<file path="config.mk">
export PLATFORM = sky130hd
export DESIGN_NAME = layer_compositor
export DESIGN_NICKNAME = d
export VERILOG_FILES = /design/src/rtl/color_pkg.sv /design/src/rtl/layer_priority_enc.sv /design/src/rtl/layer_compositor.sv
export SDC_FILE = /design/constraint.sdc
export NUM_CORES = 1
export LEC_CHECK = 0
export ABC_CLOCK_PERIOD_IN_PS = 6600
export BUFFER_PORTS_ARGS = -buffer_cell sky130_fd_sc_hd__buf_2
export CAP_MARGIN = 20
export CORE_MARGIN = 4
export CORE_UTILIZATION = 33
export DETAILED_ROUTE_END_ITERATION = 10
export GPL_ROUTABILITY_DRIVEN = 0
export PLACE_DENSITY_LB_ADDON = 0.25
export SYNTH_ARGS = -nofsm -noshare
export SYNTH_HDL_FRONTEND = slang
export SYNTH_HIERARCHICAL = 1
export SYNTH_SLANG_ARGS = --single-unit
</file>
<file path="constraint.sdc">
create_clock -name clk -period 6.6 [get_ports clk]
set_clock_uncertainty 0.1 [all_clocks]
set_input_delay 0.66 -clock clk [delete_from_list [all_inputs] [get_ports clk]]
set_output_delay 0.66 -clock clk [all_outputs]
set_load 0.01 [all_outputs]
</file>
<file path="src/rtl/color_pkg.sv">
// Shared colour types and constants for the VGA render path: pixel type,
// transparency key, fade levels and the fade FSM encoding.
package color_pkg;

    typedef struct packed {
        logic [7:0] r;
        logic [7:0] g;
        logic [7:0] b;
    } rgb_t;

    localparam rgb_t TRANSPARENT = '{r: 8'hFF, g: 8'h00, b: 8'hFF};

    localparam int LAYERS_DEFAULT = 4;
    typedef rgb_t [LAYERS_DEFAULT-1:0] rgb_layers_t;

    localparam int FADE_LEVEL_MAX = 8;

    localparam logic [1:0] CMD_FADE_OUT = 2'b01;
    localparam logic [1:0] CMD_FADE_IN  = 2'b10;

    typedef enum logic [1:0] {
        IDLE     = 2'd0,
        FADE_OUT = 2'd1,
        DARK     = 2'd2,
        FADE_IN  = 2'd3
    } fade_state_t;

    // Each channel becomes (c * (8 - level)) >> 3 with a 12-bit product, truncated.
    function automatic rgb_t scale_rgb(input rgb_t c, input logic [3:0] level);
        logic [11:0] mult;
        rgb_t        s;
        mult = 12'(FADE_LEVEL_MAX) - 12'(level);
        s.r  = 8'((12'(c.r) * mult) >> 3);
        s.g  = 8'((12'(c.g) * mult) >> 3);
        s.b  = 8'((12'(c.b) * mult) >> 3);
        return s;
    endfunction

endpackage

</file>
<file path="src/rtl/layer_priority_enc.sv">
// First-set (lowest index wins) encoder. Returns the index of the first set
// request bit plus a hit flag; with no request the index is N.
module layer_priority_enc #(
    parameter int N = 4
) (
    input  logic [N-1:0]               req,
    output logic [$clog2(N+1)-1:0]     idx,
    output logic                       hit
);

    localparam int IDX_W = $clog2(N+1);

    always_comb begin
        idx = IDX_W'(N);
        hit = 1'b0;
        // Walk from the top so the lowest set index is the last assignment.
        for (int i = N - 1; i >= 0; i--) begin
            if (req[i]) begin
                idx = IDX_W'(i);
                hit = 1'b1;
            end
        end
    end

endmodule

</file>
<file path="src/rtl/layer_compositor.sv">
// Per-pixel layer compositor with frame-synchronous layer masks.
// Optional fade scaler and FSM compiled in with `define LAYER_FADE_EN.
module layer_compositor
    import color_pkg::*;
#(
    parameter int NUM_LAYERS = 4,
    parameter int FADE_STEP  = 2
) (
    input  logic                              clk,
    input  logic                              reset,
    input  logic                              frame_start,
    input  logic                              pix_valid_i,
    input  rgb_t [NUM_LAYERS-1:0]             layer_rgb_i,
    input  rgb_t                              bg_rgb_i,
    input  logic                              cfg_we,
    input  logic [NUM_LAYERS-1:0]             cfg_mask_i,
    input  logic [1:0]                        fade_cmd_i,
    output logic                              pix_valid_o,
    output rgb_t                              pix_rgb_o,
    output logic [$clog2(NUM_LAYERS+1)-1:0]   hit_layer_o,
    output logic                              fade_busy_o
);

    localparam int HIT_W = $clog2(NUM_LAYERS+1);

    logic [NUM_LAYERS-1:0] shadow_mask_reg;
    logic [NUM_LAYERS-1:0] active_mask_reg;
    logic [NUM_LAYERS-1:0] eff_mask;
    logic [NUM_LAYERS-1:0] opaque_next;

    logic                  valid1_reg;
    logic [NUM_LAYERS-1:0] opaque1_reg;
    rgb_t [NUM_LAYERS-1:0] layers1_reg;
    rgb_t                  bg1_reg;

    logic [HIT_W-1:0]      enc_idx;
    logic                  enc_hit;
    rgb_t                  sel_rgb;

    logic                  valid2_reg;
    rgb_t                  rgb2_reg;
    logic [HIT_W-1:0]      hit2_reg;

    // The pixel coincident with frame_start already sees the new mask.
    always_comb begin
        eff_mask = active_mask_reg;
        if (frame_start)
            eff_mask = cfg_we ? cfg_mask_i : shadow_mask_reg;
    end

    always_ff @(posedge clk or posedge reset) begin
        if (reset) begin
            shadow_mask_reg <= '1;
            active_mask_reg <= '1;
        end else begin
            if (cfg_we)
                shadow_mask_reg <= cfg_mask_i;
            if (frame_start)
                active_mask_reg <= eff_mask;
        end
    end

    generate
        for (genvar gi = 0; gi < NUM_LAYERS; gi++) begin : g_opaque
            assign opaque_next[gi] = eff_mask[gi] && (layer_rgb_i[gi] != TRANSPARENT);
        end
    endgenerate

    always_ff @(posedge clk or posedge reset) begin
        if (reset) begin
            valid1_reg  <= 1'b0;
            opaque1_reg <= '0;
            layers1_reg <= '0;
            bg1_reg     <= '0;
        end else begin
            valid1_reg <= pix_valid_i;
            if (pix_valid_i) begin
                opaque1_reg <= opaque_next;
                layers1_reg <= layer_rgb_i;
                bg1_reg     <= bg_rgb_i;
            end
        end
    end

    layer_priority_enc #(
        .N (NUM_LAYERS)
    ) u_prio (
        .req (opaque1_reg),
        .idx (enc_idx),
        .hit (enc_hit)
    );

    always_comb begin
        sel_rgb = bg1_reg;
        for (int k = 0; k < NUM_LAYERS; k++) begin
            if (enc_hit && enc_idx == HIT_W'(k))
                sel_rgb = layers1_reg[k];
        end
    end

    always_ff @(posedge clk or posedge reset) begin
        if (reset) begin
            valid2_reg <= 1'b0;
            rgb2_reg   <= '0;
            hit2_reg   <= '0;
        end else begin
            valid2_reg <= valid1_reg;
            if (valid1_reg) begin
                rgb2_reg <= sel_rgb;
                hit2_reg <= enc_idx;
            end
        end
    end

`ifdef LAYER_FADE_EN
    localparam int CNT_W = (FADE_STEP > 1) ? $clog2(FADE_STEP) : 1;

    fade_state_t      state_reg, state_next;
    logic [3:0]       level_reg, level_next;
    logic [CNT_W-1:0] step_cnt_reg, step_cnt_next;

    logic             valid3_reg;
    rgb_t             rgb3_reg;
    logic [HIT_W-1:0] hit3_reg;

    always_ff @(posedge clk or posedge reset) begin
        if (reset) begin
            state_reg    <= IDLE;
            level_reg    <= '0;
            step_cnt_reg <= '0;
        end else begin
            state_reg    <= state_next;
            level_reg    <= level_next;
            step_cnt_reg <= step_cnt_next;
        end
    end

    // Everything advances only on frame_start; commands mid-fade are dropped.
    always_comb begin
        state_next    = state_reg;
        level_next    = level_reg;
        step_cnt_next = step_cnt_reg;
        if (frame_start) begin
            case (state_reg)
                IDLE: begin
                    if (fade_cmd_i == CMD_FADE_OUT) begin
                        state_next    = FADE_OUT;
                        step_cnt_next = '0;
                    end
                end
                FADE_OUT: begin
                    if (step_cnt_reg == CNT_W'(FADE_STEP - 1)) begin
                        step_cnt_next = '0;
                        level_next    = level_reg + 4'd1;
                        if (level_reg == 4'(FADE_LEVEL_MAX - 1))
                            state_next = DARK;
                    end else begin
                        step_cnt_next = step_cnt_reg + CNT_W'(1);
                    end
                end
                DARK: begin
                    if (fade_cmd_i == CMD_FADE_IN) begin
                        state_next    = FADE_IN;
                        step_cnt_next = '0;
                    end
                end
                FADE_IN: begin
                    if (step_cnt_reg == CNT_W'(FADE_STEP - 1)) begin
                        step_cnt_next = '0;
                        level_next    = level_reg - 4'd1;
                        if (level_reg == 4'd1)
                            state_next = IDLE;
                    end else begin
                        step_cnt_next = step_cnt_reg + CNT_W'(1);
                    end
                end
                default: state_next = IDLE;
            endcase
        end
    end

    always_comb begin
        fade_busy_o = (state_reg == FADE_OUT) || (state_reg == FADE_IN);
    end

    always_ff @(posedge clk or posedge reset) begin
        if (reset) begin
            valid3_reg <= 1'b0;
            rgb3_reg   <= '0;
            hit3_reg   <= '0;
        end else begin
            valid3_reg <= valid2_reg;
            if (valid2_reg) begin
                rgb3_reg <= scale_rgb(rgb2_reg, level_reg);
                hit3_reg <= hit2_reg;
            end
        end
    end

    assign pix_valid_o = valid3_reg;
    assign pix_rgb_o   = rgb3_reg;
    assign hit_layer_o = hit3_reg;
`else
    logic              unused_fade_cmd;
    localparam int     unused_fade_step = FADE_STEP;

    assign unused_fade_cmd = ^fade_cmd_i;
    assign fade_busy_o     = 1'b0;
    assign pix_valid_o     = valid2_reg;
    assign pix_rgb_o       = rgb2_reg;
    assign hit_layer_o     = hit2_reg;
`endif

endmodule

</file>
Word level (Yosys, flattened, before mapping)
Cells that the tools add are included.
{"block": "op_classes", "n_eq_ne": 7, "n_mux": 14, "n_reduce_logical": 9}
{"operator": "$mux W24", "count": 4}
{"operator": "$ne A24 B24 Y1 const B", "count": 4}
{"operator": "$mux W3", "count": 4}
{"operator": "$logic_and A1 B1 Y1", "count": 8}
{"operator": "$mux W4", "count": 2}
{"operator": "$eq A3 B2 Y1 const B", "count": 2}
{"operator": "$mux W1", "count": 4}
{"operator": "$eq A3 B1 Y1 const B", "count": 1}
{"operator": "$logic_not A3 Y1", "count": 1}
{"block": "word_totals", "reg_bits": 161, "out_inout_bits": 29}

Depth between registers and ports, before layout
{"block": "logic_depth", "depth_word": 10, "depth_mapped": 8, "depth_no_buf": 6}

By module
The synthesis kept the hierarchy.
{"module": "layer_compositor", "n_inst": 1, "cells_per_inst": 476, "area_each_um2": 6775.2, "seq_area_each_um2": 4038.9}
{"module": "layer_priority_enc", "n_inst": 1, "cells_per_inst": 7, "area_each_um2": 40.0, "seq_area_each_um2": 0.0}

Worst setup path after synthesis
Ideal clock, no wire load.
{"block": "synth_timing", "path_type": "reg2reg", "startpoint": "reg opaque1_reg[2]", "endpoint": "reg rgb2_reg (netlist bit pix_rgb_o[10])", "setup_time_ns": 0.137, "arrival_time_ns": 1.997, "required_ns": 6.363, "slack_ns": 4.366, "path_stages_with_launch": 8, "n_path_buf": 2, "synth_period_minus_slack_ns": 2.234, "cell_sequence": "dfrtp_1 > nand2b_1 > a21oi_1 > buf_2 > buf_1 > mux2_2 > a222oi_1 > a21oi_1"}
{"block": "synth_between", "elab_chain_len": 9, "elab_cells_between_ends": 18, "cone_classes": "eq/ne (3); mux (10); reduce/logical (5)"}
{"item": "start, declared", "line": "layer_compositor.sv:32", "rtl": "logic [NUM_LAYERS-1:0] opaque1_reg;"}
{"item": "start signal, assigned", "line": "layer_compositor.sv:78", "rtl": "opaque1_reg <= opaque_next;"}
{"item": "$mux W3 (*) (3 in series)", "line": "layer_priority_enc.sv:18", "rtl": "if (req[i]) begin"}
{"item": "named net enc_idx[0]", "line": "layer_compositor.sv:36", "rtl": "logic [HIT_W-1:0] enc_idx;"}
{"item": "$logic_not A3 Y1", "line": "layer_compositor.sv:96", "rtl": "if (enc_hit && enc_idx == HIT_W'(k))"}
{"item": "$logic_and A1 B1 Y1", "line": "layer_compositor.sv:96"}
{"item": "$mux W24 (3 in series)", "line": "layer_compositor.sv:96"}
{"item": "$mux W24 (*)", "line": "layer_compositor.sv:96"}
{"item": "end signal, assigned", "line": "layer_compositor.sv:109", "rtl": "rgb2_reg <= sel_rgb;"}
{"item": "end, declared", "line": "layer_compositor.sv:41", "rtl": "rgb_t rgb2_reg;"}
Mark *: on every way through the listed nets, which the timed path passes. The rest lies on a longest branch.
A chain may end at the register's enable or synchronous reset.

Final worst setup path
{"block": "layout_timing", "startpoint": "reg opaque1_reg[0]", "endpoint": "reg rgb2_reg (netlist bit pix_rgb_o[4])"}
{"block": "layout_between", "elab_chain_len": 7, "elab_cells_between_ends": 14, "cone_classes": "eq/ne (3); mux (6); reduce/logical (5)"}
{"item": "$mux W3 (*)", "line": "layer_priority_enc.sv:18"}
{"item": "named net enc_idx[2]", "line": "layer_compositor.sv:36"}
{"item": "$logic_not A3 Y1", "line": "layer_compositor.sv:96"}
{"item": "$logic_and A1 B1 Y1", "line": "layer_compositor.sv:96"}
{"item": "$mux W24 (3 in series)", "line": "layer_compositor.sv:96"}
{"item": "$mux W24 (*)", "line": "layer_compositor.sv:96"}
Marks and branches as above.

==> Flow_metrics.wiki <==
{| class="wikitable"
! Metric !! Value
|-
| Dominant combinational cell family by area after synthesis || multiplexers
|-
| Initial detailed-routing violation count || 320
|-
| Share of synthesized area occupied by flip-flops and latches || 59.3%
|-
| Level count of the clock H-tree || 4
|-
| Tightest Hold Check Type || in -> async
|-
| YS warnings || 6
|-
| CTS sink count || 161
|-
| Post-synthesis instance area || 6820 um^2
|-
| Layout-stage area growth over the synthesis result || 24.6%
|-
| Largest stage delay, worst path || 0.84 ns
|-
| Vias per Instance || 5.15
|-
| Fillcell total || 1,921
|-
| Post-synth EDFFs || 0
|-
| Pins over their slew limit || 0
|-
| Average size of a mapped cell || 14.1 um^2
|-
| Number of setup violations in the final report || 0
|-
| Largest register FFs || 96
|-
| GR Util All Layers || 16.4%
|-
| Chip width || 152 um
|-
| Fraction of synthesized area in multiplexers || 25.6%
|-
| Cells traversed along the worst timing path || nor4_2 -> inv_1 -> nand3b_1 -> a222oi_1 -> a21oi_1
|-
| Post-synth top flop || dfrtp_1
|-
| Slew HR || 29.2%
|-
| Critical path data arrival time || 3.07 ns
|-
| Fraction of registers with async set or reset after synthesis || 100%
|-
| Number of maximum-capacitance constraint violations || 0
|-
| I/O pin cnt || 160
|-
| Proportion of netlist area held by the largest area contributor || 56.2%
|-
| Clock Path Buffers || 2
|-
| Cell types occupying the most area after synthesis || dfrtp_1 56%, mux2_2 26%, a222oi_1 3.5%, dfstp_2 3.1%, o22ai_1 2.3%
|-
| CP Capture Type || flop
|-
| Post-detail-place hpwl || 13,800 um
|-
| Post_cts resized || 0
|-
| Synth Register Bits || 161
|-
| Critical Path Source Type || flop
|-
| Register clock-pin slew on the reported worst setup and hold paths || 0.06 ns
|-
| Global-route wire length before repair || 28,400 um
|-
| Count of hold-fix buffers inserted at cts || 0
|-
| Library cell with the largest summed area after synthesis || dfrtp_1
|-
| ANT nets after route || 0
|-
| Antenna violations before repair || 1
|-
| Shortest clock period the worst path allows after layout || 2.83 ns
|-
| FP Rows || 52
|-
| TritonRoute pass-1 iters || 8
|-
| Total power divided by cell area || 320 nW/um^2
|-
| IO buf count || 156
|-
| Worst setup startpoint || opaque1_reg[0]
|-
| CTS tree || built
|-
| Drt wl/cell || 20.3 um
|-
| Synth Area in Compound Gates || 8.30%
|-
| Cell variety after synth || 29
|-
| Post-CTS setup-driven buffer insertion count || 0
|-
| Worst skew pair latency || 0.41 ns
|-
| Critical path class || reg -> reg
|-
| Maximum ir drop on the vdd rail || 0.000164 V
|-
| Layout net count || 766
|-
| Vertical extent of the die || 152 um
|-
| Number of global-route vias before repair || 5,015
|-
| Die area || 23,000 um^2
|-
| DRC violations left || 0
|-
| Fraction of synthesized cell area in xor and xnor cells || 0%
|-
| Adder-cell share of the synthesized area || 0%
|-
| R2R Path Start || opaque1_reg[0]
|-
| Pin count of the biggest net entering global routing || 85
|-
| Pwr Total || 2.72 mW
|-
| Tightest Pin Transition || 1.06 ns
|-
| Overflow left after global routing || 0
|-
| Part of the cycle the worst path needs || 42.9%
|-
| Simple-gate share of the synthesized area || 4.53%
|-
| Number of instances in the synthesized netlist || 483
|-
| Vias || 4,725
|-
| Final Routed Wirelength || 18,700 um
|-
| Req. time, crit path || 6.84 ns
|-
| Slowest cell on the critical path || nand3b_1
|-
| Fmax achieved || 353 MHz
|-
| Area of the core region || 20,300 um^2
|-
| Initial core utilization || 33.6%
|-
| Critical path fanouts, max || 24
|-
| Status || finished, final reports clean
|-
| Fraction of layout instances using a drive strength above 1 || 56.0%
|-
| Number of CTS-inserted buffers || 17
|-
| Leakage power total || 3.64 nW
|-
| Setup TNS after final layout || 0 ns
|-
| Clk root buf || clkbuf_16
|-
| Worst Hold Margin || 0.267 ns
|-
| Hold Violations, Final || 0
|-
| Setup repair after global routing missed its margin || false
|-
| Synthesized netlist net count || 614
|}
[where the power goes]
group	switching (mW)	internal, mW	leakage (nW)	total (mW)
combinational	0.292	0.252	1.49	0.543
clock	0.385	0.582	0.273	0.967
sequential	0.0793	1.13	1.87	1.21
total	0.756	1.96	3.64	2.72
[worst paths after layout]
check                                  endpoint  slack (ns)  depth (start not counted)
worst max-delay path               pix_rgb_o[4]        3.77                          5
worst min-delay path            layers1_reg[23]        0.27                          2
worst max register to register     pix_rgb_o[4]        3.77                          5
worst min register to register   hit_layer_o[2]        0.40                          1
max in group asynchronous       layers1_reg[67]        4.58                          3
min in group clk                    bg1_reg[15]        0.38                          2
[placed cells by master, fill, tap and decap left out]
cell / count
mux2_2: 155
buf_2: 155
dfrtp_1: 153
o22ai_1: 25
a222oi_1: 24
a21oi_1: 24
clkbuf_16: 17
nand4b_1: 10
nand4_1: 9
dfstp_2: 8
inv_1: 7
buf_4: 7
nor2_1: 6
or4_1: 4
clkinvlp_4: 4
nand2_1: 3
nor4b_1: 3
o211ai_1: 3
o21ai_0: 3
clkbuf_8: 3
nand3_1: 2
nor3_1: 2
clkinv_2: 2
bufinv_16: 2
diode_2: 1
inv_6: 1
nor2b_1: 1
a31oi_2: 1
nor3_2: 1
nor3b_2: 1
nand3b_1: 1
or4b_1: 1
conb_1: 1
clkbuf_1: 1
clkinv_4: 1
buf_6: 1
buf_8: 1
nand2b_1: 1
a21oi_2: 1
nor4_2: 1
[metrics by stage]
| step | cells | utilization [%] | cell area, um^2 | setup WS (ns) |
|---|---|---|---|---|
| 3_5_place_dp | 885 | 38.9 | 7900 | 3.73 |
| 2_1_floorplan | 483 | - | 6820 | 1.50 |
| 4_1_cts | 915 | 41.7 | 8470 | 3.75 |
| 6_report | 917 | 41.8 | 8490 | 3.77 |
| 3_3_place_gp | 884 | 38.8 | 7880 | 3.80 |
| 5_1_grt | 917 | 41.8 | 8490 | 3.48 |
[layer usage]
layer  wire (um)  vias to the layer above  global-route usage (%)
li1            -                     2164                       -
met1        8760                     2405                    23.8
met2        8730                      142                    25.1
met3        1000                       14                    3.24
met4         167                        0                    4.45
met5           0                        -                       0
[final cells by class]
class	count	area, um^2	share of cell area (%)
Timing Repair Buffer	164	855	10.1
Multi-Input combinational cell	283	2640	31.1
Antenna cell	1	2.50	0.0295
Sequential cell	161	4040	47.6
Inverter	8	35.0	0.413
Tap cell	270	338	3.98
Clock inverter	9	109	1.28
Clock buffer	21	470	5.54
[worst max-delay path, delay by kind of cell, from the launching register on]
family,cells,cell delay (ns)
simple gates,2,1.45
compound gates,2,0.54
flops,1,0.44
buf+inv,1,0.22
[cell families after synthesis]
logic type / Yosys count
AOI/OAI and AO/OA: 81
other: 1
DFF: 161
buffers and inverters: 39
muxes: 155
and+or+nand+nor: 46
[cells in the mapped netlist, drive strengths merged, types with 4 or more instances]
master,instances
dfstp,8
mux2,155
o22ai,25
nand4,9
nor2,6
a21oi,25
a222oi,24
clkbuf,27
or4,4
inv,8
nand4b,10
dfrtp,153
buf,4
Power figures use the tool's default switching activity.
